==> src/rtl/switch_debounce.sv <==
// rtl/switch_debounce.sv - synchroniser and tick-based debouncer for active-low switch inputs
//
// Purpose: turns raw, asynchronous, active-low switch pins into clean active-high
// levels plus one-cycle rise/fall pulses. A single shared prescaler produces a
// sample tick; each bit keeps a small count of consecutive ticks on which its
// synchronised input disagreed with the debounced level.
//
// Ports:
//   clk_i    system clock
//   rst_i    synchronous, active-high reset
//   sw_ni    raw pin levels, asynchronous, low = switch on
//   sw_o     debounced level, 1 = on
//   rise_o   one-cycle pulse per bit when sw_o goes 0->1
//   fall_o   one-cycle pulse per bit when sw_o goes 1->0
//   event_o  OR of all rise_o/fall_o bits (interrupt source)
module switch_debounce #(
  parameter int unsigned Width       = 16,
  parameter int unsigned ClkFreq     = 30_000_000,
  parameter int unsigned TickHz      = 1000,
  parameter int unsigned StableTicks = 8
) (
  input  logic             clk_i,
  input  logic             rst_i,
  input  logic [Width-1:0] sw_ni,
  output logic [Width-1:0] sw_o,
  output logic [Width-1:0] rise_o,
  output logic [Width-1:0] fall_o,
  output logic             event_o
);

  localparam int unsigned TickCycles = ClkFreq / TickHz;
  localparam int unsigned PrescW     = (TickCycles > 1) ? $clog2(TickCycles) : 1;
  localparam int unsigned CntW       = (StableTicks > 0) ? $clog2(StableTicks + 1) : 1;

  localparam logic [PrescW-1:0] PrescLast = PrescW'(TickCycles - 1);
  localparam logic [CntW-1:0]   CntLast   = CntW'(StableTicks - 1);

  if (TickCycles < 2) begin : g_bad_tick_cycles
    $error("switch_debounce: ClkFreq / TickHz must be at least 2");
  end

  if (StableTicks < 1) begin : g_bad_stable_ticks
    $error("switch_debounce: StableTicks must be at least 1");
  end

  // Two-flop synchroniser; inversion happens on entry so everything downstream
  // is active-high.
  logic [Width-1:0] sync1_q;
  logic [Width-1:0] sync_q;

  // Shared prescaler.
  logic [PrescW-1:0] presc_q;
  logic [PrescW-1:0] presc_d;
  logic              tick;

  // Per-bit debounce state.
  logic [Width-1:0] sw_q;
  logic [Width-1:0] sw_d;
  logic [CntW-1:0]  cnt_q [Width];
  logic [CntW-1:0]  cnt_d [Width];

  // Registered edge outputs, aligned with the cycle sw_q shows the new value.
  logic [Width-1:0] rise_q;
  logic [Width-1:0] rise_d;
  logic [Width-1:0] fall_q;
  logic [Width-1:0] fall_d;
  logic             event_q;

  assign tick = (presc_q == PrescLast);

  always_comb begin
    presc_d = presc_q + 1'b1;
    if (tick) begin
      presc_d = '0;
    end
  end

  always_comb begin
    sw_d   = sw_q;
    rise_d = '0;
    fall_d = '0;
    for (int i = 0; i < int'(Width); i++) begin
      cnt_d[i] = cnt_q[i];
      if (sync_q[i] == sw_q[i]) begin
        // Any agreement, even for one cycle, restarts the stability count.
        cnt_d[i] = '0;
      end else if (tick) begin
        if (cnt_q[i] == CntLast) begin
          sw_d[i]   = sync_q[i];
          cnt_d[i]  = '0;
          rise_d[i] = sync_q[i];
          fall_d[i] = ~sync_q[i];
        end else begin
          cnt_d[i] = cnt_q[i] + 1'b1;
        end
      end
    end
  end

  always_ff @(posedge clk_i) begin
    if (rst_i) begin
      sync1_q <= '0;
      sync_q  <= '0;
      presc_q <= '0;
      sw_q    <= '0;
      rise_q  <= '0;
      fall_q  <= '0;
      event_q <= 1'b0;
      for (int i = 0; i < int'(Width); i++) begin
        cnt_q[i] <= '0;
      end
    end else begin
      sync1_q <= ~sw_ni;
      sync_q  <= sync1_q;
      presc_q <= presc_d;
      sw_q    <= sw_d;
      rise_q  <= rise_d;
      fall_q  <= fall_d;
      event_q <= |(rise_d | fall_d);
      for (int i = 0; i < int'(Width); i++) begin
        cnt_q[i] <= cnt_d[i];
      end
    end
  end

  assign sw_o    = sw_q;
  assign rise_o  = rise_q;
  assign fall_o  = fall_q;
  assign event_o = event_q;

endmodule
==> config.mk <==
export PLATFORM = sky130hd
export DESIGN_NAME = switch_debounce
export DESIGN_NICKNAME = d
export VERILOG_FILES = /design/src/rtl/switch_debounce.sv
export SDC_FILE = /design/constraint.sdc
export NUM_CORES = 1
export LEC_CHECK = 0
export BUFFER_PORTS_ARGS = -buffer_cell sky130_fd_sc_hd__buf_2
export CORE_ASPECT_RATIO = 0.5
export CORE_MARGIN = 2
export CORE_UTILIZATION = 50
export CTS_CLUSTER_SIZE = 40
export DETAILED_ROUTE_END_ITERATION = 8
export HOLD_SLACK_MARGIN = 0.08
export MAX_ROUTING_LAYER = met4
export PLACE_DENSITY = 0.7
export SLEW_MARGIN = 40
export SYNTH_ARGS = -nofsm -noshare
export SYNTH_HDL_FRONTEND = slang
export SYNTH_SLANG_ARGS = --single-unit
==> constraint.sdc <==
create_clock -name clk_i -period 2.3 [get_ports clk_i]
set_input_delay 0.23 -clock clk_i [delete_from_list [all_inputs] [get_ports clk_i]]
set_output_delay 0.23 -clock clk_i [all_outputs]
set_load 0.01 [all_outputs]
==> impl_metrics.csv, run 1 <==
group,metric,value,unit
route,avgRoutedWirePerCell,14.4,um
setup_path,worstPathRequired,2640,ps
power,power,5.97,mW
worst_hold_path,hold_path_class,"input pin to flop",
placed_design,hpwl,9.05,mm
floorplanning,die_area,13500,um2
final_layout,finish.instance_area,7580,um2
setup_path,timing.reg2reg.worst_path_depth,6,
cts,cts.root.buffer_cell,"sky130_fd_sc_hd__clkbuf_16",
cts,cts.sink_count,160,
placed_design,port-buffer-count,66,
yosys,synth.yosys.warnings,0,
final_layout,fill_cells,1012,
final_layout,multi_input_comb_area,2810,um2
cts,cts_buffers,17,
timing,final_critical_path_setup_slack,267,ps
setup_path,critical-path-max-stage-delay,520,ps
timing,slew_limit_fails,0,
timing,max_slew_headroom,61.5,%
setup_path,crit_cells,6,
worst_hold_path,hold_path_startpoint,"rst_i",
placed_design,post-place-ws,286,ps
route,drt_pass1_iterations,4,
power,total_leakage_power,2.76,nW
route,drt_drc_violations_left,0,
yosys,postSynthRegisterBits,160,
final_layout,postLayoutCoreUtil,63.1,%
setup_path,critPathCaptureType,"flop",
timing,worst_clock_skew,12.4,ps
timing,setup_viol,0,
floorplanning,rows,28,
setup_path,critical_path.reg2reg.startpoint,"presc_q[0]",
route,routed_wire_length,13.6,mm
power,vdd_drop_max,0.398,mV
placed_design,place.gp.congestion,0.782,
yosys,synth_area_leaders,"sky130_fd_sc_hd__dfxtp_1 (51%), sky130_fd_sc_hd__a21oi_1 (6.6%), sky130_fd_sc_hd__o21ai_0 (4.1%)",
timing,worst_hold_slack,310,ps
timing,final.period_utilization,88.4,%
grt,grt_pass1_vias,4721,
grt,grt_overflow_total,0,
worst_hold_path,holdPathStages,2,
cts,clk_pin_slew_worst_paths,60,ps
final_layout,final_nets,802,
final_layout,stdcell_count,944,
yosys,ys_seq_area_share,51.0,%
setup_path,crit_path_top_delay_cell,"sky130_fd_sc_hd__or4_1",
yosys,synthesis.area,6280,um2
yosys,netlist-cell-type-count,37,
setup_path,cp_num_buf_inv,1,
setup_path,setup_slack_reg_to_reg,270,ps
timing,achievable-frequency,0.492,GHz
final_layout,final-seq-area,3200,um2
timing,fin_crit_period,2030,ps
grt,grt_max_degree,78,
run,max_cap_viol_count,0,
route,dr.first_iter.drc_count,261,
setup_path,timing.critical_path.cells,"ha_1 -> and4_1 -> nand4_4 -> buf_12 -> or4_1 -> a21oi_1",
route,detail_route.vias_per_cell,5.39,
final_layout,final_layout_size_suffix_gt1_share,15.3,%
setup_path,critical_path_peak_fanout,77,
setup_path,timing_worst_setup_path_type,"flop to flop",
placed_design,standard_cell_area_after_detailed_placement,6780,um2
grt,global_route_wire_length_before_repair,22.6,mm
yosys,post_synth_inst_count,689,
setup_path,crit_arrival,2370,ps
route,antenna_left,0,
floorplanning,io_pins,67,
setup_path,cp_top_family,"simple AND/OR/NAND/NOR gates",
floorplanning,placeableCoreArea,12000,um2
floorplanning,die_width,162,um
final_layout,n_antenna_cell,0,
final_layout,area_delta_synth_final,20.7,%
route,dr_total_vias,5089,
placed_design,dpl.cell_count,897,
cts,cts_setup_buffers,0,
floorplanning,start_util,52.2,%
yosys,synthDominantAreaCellType,"sky130_fd_sc_hd__dfxtp_1",
yosys,avgSynthCellArea,9.11,um2
timing,hold_viol_final,0,
grt,track_usage,21.4,%
cts,clock_path_buffers,2,
yosys,synth_top_area_share,51.0,%
yosys,mappedNetlistNets,724,
cts,tritoncts,"done",
setup_path,start_kind,"flop",
timing,setup-tns-final,0,ps
worst_hold_path,holdPathEnd,"sync_q[4]",
setup_path,worstReg2RegEnd,"cnt_q[1][15]",
cts,htree_num_levels,4,
power,power.density,788,nW/um2
run_status,outcome,"finished clean",
timing,rsz0062_at_grt,"false",
floorplanning,die_height,83.2,um
timing,tightestPinTransition,578,ps
grt,grt_antenna_before_repair,0,
cts,insertion_delay,410,ps
## power by group
part / internal (mW) / leakage [nW] / switching, mW / total [mW]
registers: 2.80 / 1.30 / 0.0201 / 2.82
clock network: 1.94 / 0.302 / 1.09 / 3.03
logic: 0.0577 / 1.16 / 0.0614 / 0.119
total: 4.80 / 2.76 / 1.17 / 5.97
## registers in the layout (all words and copies together) (netlist names)
register / flops
sw_o: 16
presc_q: 15
event_o: 1
sync_q: 16
sync1_q: 16
fall_o: 16
rise_o: 16
cnt_q: 64
## cells in the mapped netlist
cell and number:
sky130_fd_sc_hd__o22a_1 3, sky130_fd_sc_hd__dfxtp_1 160, sky130_fd_sc_hd__nor4b_4 1, sky130_fd_sc_hd__nand4_1 5, sky130_fd_sc_hd__buf_6 1, sky130_fd_sc_hd__a22oi_1 2
sky130_fd_sc_hd__and4_1 10, sky130_fd_sc_hd__nand3b_1 21, sky130_fd_sc_hd__o221ai_1 2, sky130_fd_sc_hd__clkbuf_1 22, sky130_fd_sc_hd__xnor2_1 11, sky130_fd_sc_hd__nand3_1 30
sky130_fd_sc_hd__nor2b_1 17, sky130_fd_sc_hd__nor2_1 32, sky130_fd_sc_hd__or4_1 16, sky130_fd_sc_hd__buf_2 3, sky130_fd_sc_hd__o31a_1 1, sky130_fd_sc_hd__nand2_1 55
sky130_fd_sc_hd__inv_1 33, sky130_fd_sc_hd__nor4b_1 8, sky130_fd_sc_hd__nand4_4 1, sky130_fd_sc_hd__and4bb_2 1, sky130_fd_sc_hd__nor4_1 18, sky130_fd_sc_hd__or3_1 35
sky130_fd_sc_hd__buf_4 1, sky130_fd_sc_hd__a21oi_1 83, sky130_fd_sc_hd__and3b_1 5, sky130_fd_sc_hd__ha_1 17, sky130_fd_sc_hd__o21ai_0 51, sky130_fd_sc_hd__or2_2 12
sky130_fd_sc_hd__buf_1 3, sky130_fd_sc_hd__and2_1 2, sky130_fd_sc_hd__nand2b_1 8, sky130_fd_sc_hd__clkbuf_2 2, sky130_fd_sc_hd__and3_1 1, sky130_fd_sc_hd__xor2_1 15
sky130_fd_sc_hd__a32oi_1 1
## cell type report
type,instances,area share (%)
timing repair buffer,91,7.86
clock buffer,20,5.89
tap,165,2.72
sequential,160,42.3
clock inverter,11,2.48
inverter,33,1.63
multi-input combinational,464,37.1
## routing by layer
layer	share of wire, %	GRT usage (%)	vias up
li1	-	-	2579
met1	48	27.8	2394
met2	46	32.6	102
met3	4.6	5.39	14
met4	1.5	7.88	0
met5	0	-	-
## repair_timing
| item | CTS | global route |
|---|---|---|
| endpoints found under the hold margin | 16 | 0 |
| resized for setup | 0 | 0 |
| hold buffers | 16 | 0 |
## cell usage in the layout (no fill, tap or decap), types with 6 or more instances in the layout
cell	n
sky130_fd_sc_hd__nor2b_1	17
sky130_fd_sc_hd__o21ai_0	51
sky130_fd_sc_hd__inv_1	33
sky130_fd_sc_hd__ha_1	17
sky130_fd_sc_hd__a21oi_1	83
sky130_fd_sc_hd__nand2b_1	8
sky130_fd_sc_hd__or3_1	35
sky130_fd_sc_hd__nor4b_1	8
sky130_fd_sc_hd__nand3b_1	21
sky130_fd_sc_hd__xnor2_1	11
sky130_fd_sc_hd__nand2_1	55
sky130_fd_sc_hd__dfxtp_1	160
sky130_fd_sc_hd__buf_4	6
sky130_fd_sc_hd__or4_1	16
sky130_fd_sc_hd__or2_2	12
sky130_fd_sc_hd__nor4_1	18
sky130_fd_sc_hd__and4_1	10
sky130_fd_sc_hd__buf_2	66
sky130_fd_sc_hd__clkbuf_16	17
sky130_fd_sc_hd__dlygate4sd3_1	16
sky130_fd_sc_hd__nor2_1	32
sky130_fd_sc_hd__xor2_1	15
sky130_fd_sc_hd__nand3_1	30
## cell families after synthesis
group / share of synthesized area (%)
buffers and inverters: 4.16
AO/OA/AOI/OAI: 11.9
flip-flops: 51.0
XOR/XNOR: 3.63
AND/OR/NAND/NOR: 25.9
adder cells (fa/ha/maj): 3.39
## worst max-delay path by stage
stage                    start      endpoint  slack (ps)
floorplan           presc_q[0]  cnt_q[0][23]         470
global placement    presc_q[0]  cnt_q[0][31]         360
detailed placement  presc_q[0]  cnt_q[1][11]         290
CTS                 presc_q[0]  cnt_q[1][15]         270
global route        presc_q[0]    presc_q[9]         120
finish              presc_q[0]  cnt_q[1][15]         270
(Power assumes the default switching activity.)
==> run 2, diff against run 1 <==
Settings changed: BUFFER_PORTS_ARGS -buffer_cell sky130_fd_sc_hd__buf_2 to unset, DONT_BUFFER_PORTS set to 1, PLACE_DENSITY 0.7 to 0.65.
Clock period 2.3 ns to 2.2 ns, I/O delays scaled along.
==> run 2 against run 1 <==
First-iteration DRC count grew 24%. Register-to-register slack lost 110 ps. Worst hold slack lost 200 ps. Clock power shrank 3%. Critical path type unchanged. Worst setup slack lost 110 ps. Combinational power grew 6%. Sequential power grew 5%. Wire length shrank 0.18%. Highest routed layer unchanged.
==> impl_metrics.csv, run 2 (synthesized netlist as in run 1, its figures left out) <==
group,metric,value,unit
setup_path,critPathCaptureType,"flop",
final_layout,n_antenna_cell,0,
route,drt_pass1_iterations,5,
worst_hold_path,hold_path_class,"input pin to flop",
cts,cts_buffers,17,
timing,achievable-frequency,0.490,GHz
final_layout,final_nets,747,
power,vdd_drop_max,0.496,mV
grt,track_usage,21.0,%
cts,tritoncts,"done",
setup_path,cp_num_buf_inv,1,
setup_path,critical-path-max-stage-delay,520,ps
setup_path,timing.reg2reg.worst_path_depth,6,
timing,final.period_utilization,92.7,%
cts,htree_num_levels,4,
cts,clk_pin_slew_worst_paths,60,ps
grt,grt_pass1_vias,4422,
route,routed_wire_length,13.6,mm
floorplanning,placeableCoreArea,12000,um2
grt,grt_antenna_before_repair,1,
setup_path,start_kind,"flop",
run_status,outcome,"finished clean",
floorplanning,die_width,162,um
placed_design,hpwl,8.36,mm
power,total_leakage_power,2.48,nW
worst_hold_path,holdPathStages,2,
route,antenna_left,0,
setup_path,crit_path_top_delay_cell,"sky130_fd_sc_hd__or4_1",
floorplanning,rows,28,
timing,worst_hold_slack,112,ps
floorplanning,start_util,52.2,%
timing,max_slew_headroom,63.2,%
placed_design,standard_cell_area_after_detailed_placement,6430,um2
timing,fin_crit_period,2040,ps
timing,slew_limit_fails,0,
route,dr_total_vias,4879,
grt,grt_overflow_total,0,
timing,setup_viol,0,
final_layout,final_layout_size_suffix_gt1_share,7.75,%
final_layout,layout_common_cells,"sky130_fd_sc_hd__dfxtp_1 (160), sky130_fd_sc_hd__a21oi_1 (83), sky130_fd_sc_hd__nand2_1 (55)",
setup_path,crit_arrival,2390,ps
cts,cts.root.buffer_cell,"sky130_fd_sc_hd__clkbuf_16",
setup_path,worstPathRequired,2550,ps
setup_path,setup_slack_reg_to_reg,160,ps
timing,hold_viol_final,0,
setup_path,timing.critical_path.cells,"ha_1 -> and4_2 -> nand4_4 -> buf_12 -> or4_1 -> a21oi_1",
timing,setup-tns-final,0,ps
route,avgRoutedWirePerCell,15.3,um
cts,cts.sink_count,160,
setup_path,timing_worst_setup_path_type,"flop to flop",
setup_path,cp_top_family,"simple AND/OR/NAND/NOR gates",
floorplanning,io_pins,67,
timing,worst_clock_skew,9.68,ps
grt,global_route_wire_length_before_repair,22.0,mm
floorplanning,die_area,13500,um2
placed_design,port-buffer-count,0,
route,dr.first_iter.drc_count,323,
setup_path,critical_path_peak_fanout,88,
final_layout,largest_register_ffs,64,
final_layout,finish.instance_area,7340,um2
timing,tightestPinTransition,551,ps
final_layout,layout_commonest_cell,"sky130_fd_sc_hd__dfxtp_1",
final_layout,area_delta_synth_final,16.9,%
run,max_cap_viol_count,0,
final_layout,registers.top_by_ff_count,"cnt_q",
grt,grt_max_degree,89,
route,drt_drc_violations_left,0,
setup_path,crit_cells,6,
cts,insertion_delay,410,ps
route,detail_route.vias_per_cell,5.49,
power,power.density,820,nW/um2
cts,clock_path_buffers,2,
floorplanning,die_height,83.2,um
placed_design,place.gp.congestion,0.775,
==> run 2: cell types whose count changed in the layout (fill, tap and decap cells not counted), moves of 2 or more <==
cell / before / now
sky130_fd_sc_hd__clkinvlp_4: 3 / 1
sky130_fd_sc_hd__buf_2: 66 / 0
sky130_fd_sc_hd__bufinv_16: 5 / 3
sky130_fd_sc_hd__dlygate4sd3_1: 16 / 27
==> run 2: area by class of cell <==
class | count | area, um2
multi-input combinational | 464 | 2830
fill | 986 | 4680
inverter | 33 | 124
timing repair buffer | 36 | 387
sequential | 160 | 3200
clock inverter | 10 | 135
tap | 165 | 206
clock buffer | 20 | 457
==> run 2: final timing paths <==
check | start | end
worst max register to register | presc_q[0] | cnt_q[0][27]
worst min-delay path | rst_i | fall_o[5]
worst max-delay path | presc_q[0] | cnt_q[0][27]
worst min register to register | sync1_q[7] | sync_q[7]
==> run 2: repair_timing <==
| action | CTS | global route |
|---|---|---|
| gates resized for setup | 0 | 4 |
| endpoints found under the hold margin | 111 | 3 |
| hold buffers | 27 | 1 |
| setup endpoints to repair | 0 | 45 |
| buffers inserted | 0 | 0 |
==> run 2: layer usage <==
| layer | GRT usage (%) | routed length, um |
|---|---|---|
| met1 | 27.8 | 6450 |
| met2 | 31.6 | 6040 |
| met3 | 5.79 | 915 |
| met4 | 6.11 | 144 |
| met5 | - | 0 |
==> run 2: where the power goes <==
| group | total (mW) | internal [mW] | switching (mW) |
|---|---|---|---|
| combinational | 0.126 | 0.0655 | 0.0608 |
| clock | 2.95 | 1.83 | 1.12 |
| sequential | 2.95 | 2.93 | 0.0193 |
| total | 6.02 | 4.82 | 1.20 |
==> run 2: stage by stage <==
stage | setup WS (ps) | instances | total power, mW | util (%)
after floorplan | 368 | 689 | 3.07 | -
after global placement | 226 | 830 | 3.07 | 53.5
after detailed placement | 147 | 830 | 3.08 | 53.5
after CTS | 109 | 887 | 6.08 | 60.8
after global routing | -6.67 | 888 | 6.23 | 61.1
final | 160 | 888 | 6.02 | 61.1
==> run 3, diff against run 2 <==
--- a/config.mk
+++ b/config.mk
@@ -7,5 +7,5 @@
 export LEC_CHECK = 0
 export CORE_ASPECT_RATIO = 0.5
-export CORE_MARGIN = 2
+export CORE_MARGIN = 1
 export CORE_UTILIZATION = 50
 export CTS_CLUSTER_SIZE = 40
@@ -14,5 +14,5 @@
 export HOLD_SLACK_MARGIN = 0.08
 export MAX_ROUTING_LAYER = met4
-export PLACE_DENSITY = 0.65
+export PLACE_DENSITY = 0.75
 export SLEW_MARGIN = 40
 export SYNTH_ARGS = -nofsm -noshare
==> constraint.sdc (replaced) <==
create_clock -name clk_i -period 2.2 [get_ports clk_i]
set_input_delay 0.11 -clock clk_i [delete_from_list [all_inputs] [get_ports clk_i]]
set_output_delay 0.11 -clock clk_i [all_outputs]
set_load 0.01 [all_outputs]
==> run 3 against run 2 <==
Power rose by 1.4%. Final area increased by 1.0%. Core utilization is 0.64 points higher. Largest power group is now clock. Largest cell class unchanged.
==> impl_metrics.csv, run 3 (synthesized netlist as in run 1, its figures left out) <==
group,metric,value,unit
timing,slew_limit_fails,0,
setup_path,timing_worst_setup_path_type,"flop to flop",
final_layout,layout_commonest_cell,"sky130_fd_sc_hd__dfxtp_1",
timing,hold_viol_final,0,
final_layout,stdcell_count,897,
grt,top_usage_layer,"met2",
route,avgRoutedWirePerCell,15.4,um
placed_design,hpwl,9.04,mm
grt,global_route_wire_length_before_repair,22.0,mm
grt,track_usage,22.6,%
grt,globalRouteMet3Util,6.69,%
run,max_cap_viol_count,0,
final_layout,n_antenna_cell,0,
power,seq_power_share,48.3,%
timing,tightestPinTransition,470,ps
power,power.density,824,nW/um2
final_layout,largest_register_ffs,64,
setup_path,critPathCaptureType,"flop",
cts,clock_path_buffers,2,
grt,grt_overflow_total,0,
route,drt_pass1_iterations,5,
power,swShare,20.6,%
route,dr_total_vias,5035,
setup_path,setup_slack_reg_to_reg,180,ps
cts,clk_pin_slew_worst_paths,60,ps
timing,fin_crit_period,2020,ps
power,vdd_drop_max,0.403,mV
power,power.net_switching,1.26,mW
cts,tritoncts,"done",
setup_path,crit_arrival,2300,ps
timing,max_slew_headroom,68.6,%
floorplanning,die_width,160,um
setup_path,timing.reg2reg.worst_path_depth,6,
worst_hold_path,holdPathStages,2,
timing,worst_clock_skew,9.31,ps
floorplanning,rows,28,
cts,cts_buffers,17,
timing,achievable-frequency,0.495,GHz
cts,insertion_delay,420,ps
setup_path,crit_path_start,"presc_q[0]",
worst_hold_path,hold_path_startpoint,"rst_i",
cts,cts.root.buffer_cell,"sky130_fd_sc_hd__clkbuf_16",
final_layout,area_delta_synth_final,18.1,%
timing,rsz0062_at_grt,"false",
final_layout,layout_common_cells,"sky130_fd_sc_hd__dfxtp_1 (160), sky130_fd_sc_hd__a21oi_1 (83), sky130_fd_sc_hd__nand2_1 (55)",
floorplanning,die_height,81.2,um
final_layout,final_layout_size_suffix_gt1_share,7.79,%
grt,grt_max_degree,64,
grt,grt_antenna_before_repair,0,
timing,final.period_utilization,91.9,%
run_status,outcome,"finished clean",
cts,cts.sink_count,160,
floorplanning,io_pins,67,
setup_path,start_kind,"flop",
timing,setup_viol,0,
grt,grt_pass1_vias,4478,
final_layout,registers.top_by_ff_count,"cnt_q",
floorplanning,start_util,52.2,%
worst_hold_path,holdPathEnd,"sync1_q[4]",
route,antenna_left,0,
power,comb_power_share,2.1,%
grt,grt.met2_usage,33.9,%
grt,globalRouteMet1Util,28.9,%
setup_path,critical_path.reg2reg.startpoint,"presc_q[0]",
setup_path,worstReg2RegEnd,"rise_o[7]",
final_layout,final_nets,755,
placed_design,place.gp.congestion,0.829,
setup_path,critical_path_peak_fanout,8,
timing,setup-tns-final,0,ps
timing,worst_hold_slack,298,ps
route,detail_route.vias_per_cell,5.61,
power,total_leakage_power,2.52,nW
cts,htree_num_levels,4,
power,internal_power,4.85,mW
floorplanning,placeableCoreArea,12000,um2
placed_design,port-buffer-count,0,
route,drt_drc_violations_left,0,
worst_hold_path,hold_path_class,"input pin to flop",
route,dr.first_iter.drc_count,384,
route,routed_wire_length,13.8,mm
power,power_frac_clock,49.5,%
setup_path,worstPathRequired,2480,ps
floorplanning,die_area,13000,um2
placed_design,dpl.cell_count,833,
cts,cts_setup_buffers,0,
==> run 3: through the flow <==
stage | instance area, um2 | worst slack, ps | total power, mW | utilization, %
finish | 7420 | 178 | 6.11 | 61.7
global route | 7420 | 7.03 | 6.31 | 61.7
CTS | 7420 | 145 | 6.16 | 61.7
detailed placement | 6470 | 156 | 3.08 | 53.8
global placement | 6470 | 261 | 3.08 | 53.8
floorplan | 6280 | 368 | 3.07 | -
==> run 3: worst max path at each step <==
| stage | endpoint | cells after the start | slack, ps |
|---|---|---|---|
| after global routing | rise_o[7] | 6 | 7 |
| final | rise_o[7] | 6 | 180 |
| after CTS | rise_o[7] | 6 | 140 |
| after global placement | rise_o[7] | 6 | 260 |
| after detailed placement | rise_o[7] | 6 | 160 |
| after floorplan | cnt_q[0][31] | 7 | 370 |
==> run 3: worst max-delay path: stages (launching register included) <==
cell and delay, ps:
sky130_fd_sc_hd__dfxtp_1 370, sky130_fd_sc_hd__ha_1 210, sky130_fd_sc_hd__and4_1 290, sky130_fd_sc_hd__and4_1 240, sky130_fd_sc_hd__nand2b_1 180, sky130_fd_sc_hd__buf_4 230, sky130_fd_sc_hd__nor4_1 370
==> run 3: layout make-up <==
class	count	area [um2]
timing repair buffer	44	460
clock buffer	20	457
multi-input combinational	464	2810
fill	979	4600
tap	165	206
sequential	160	3200
clock inverter	11	153
inverter	33	124
==> run 3: what timing repair did <==
action | CTS | global route
gates resized for setup | 0 | 0
endpoints found under the hold margin | 119 | 0
hold buffers | 33 | 0
==> run 3: power by group through the flow <==
stage | Clock (mW) | Sequential (mW) | Combinational [mW]
2_1_floorplan | 0 | 3.01 | 0.0660
3_3_place_gp | 0 | 3.02 | 0.0650
3_5_place_dp | 0 | 3.02 | 0.0649
4_1_cts | 3.08 | 2.95 | 0.130
5_1_grt | 3.21 | 2.95 | 0.145
6_report | 3.03 | 2.95 | 0.130
==> run 3: routing by layer <==
layer  vias to the layer above  part of all wire, %  routed length (um)
met5                         -                    0                   0
met4                         0                  1.5                 210
met3                        21                  5.9                 808
met2                       118                   44                6100
met1                      2406                   48                6670
li1                       2490                    -                   -
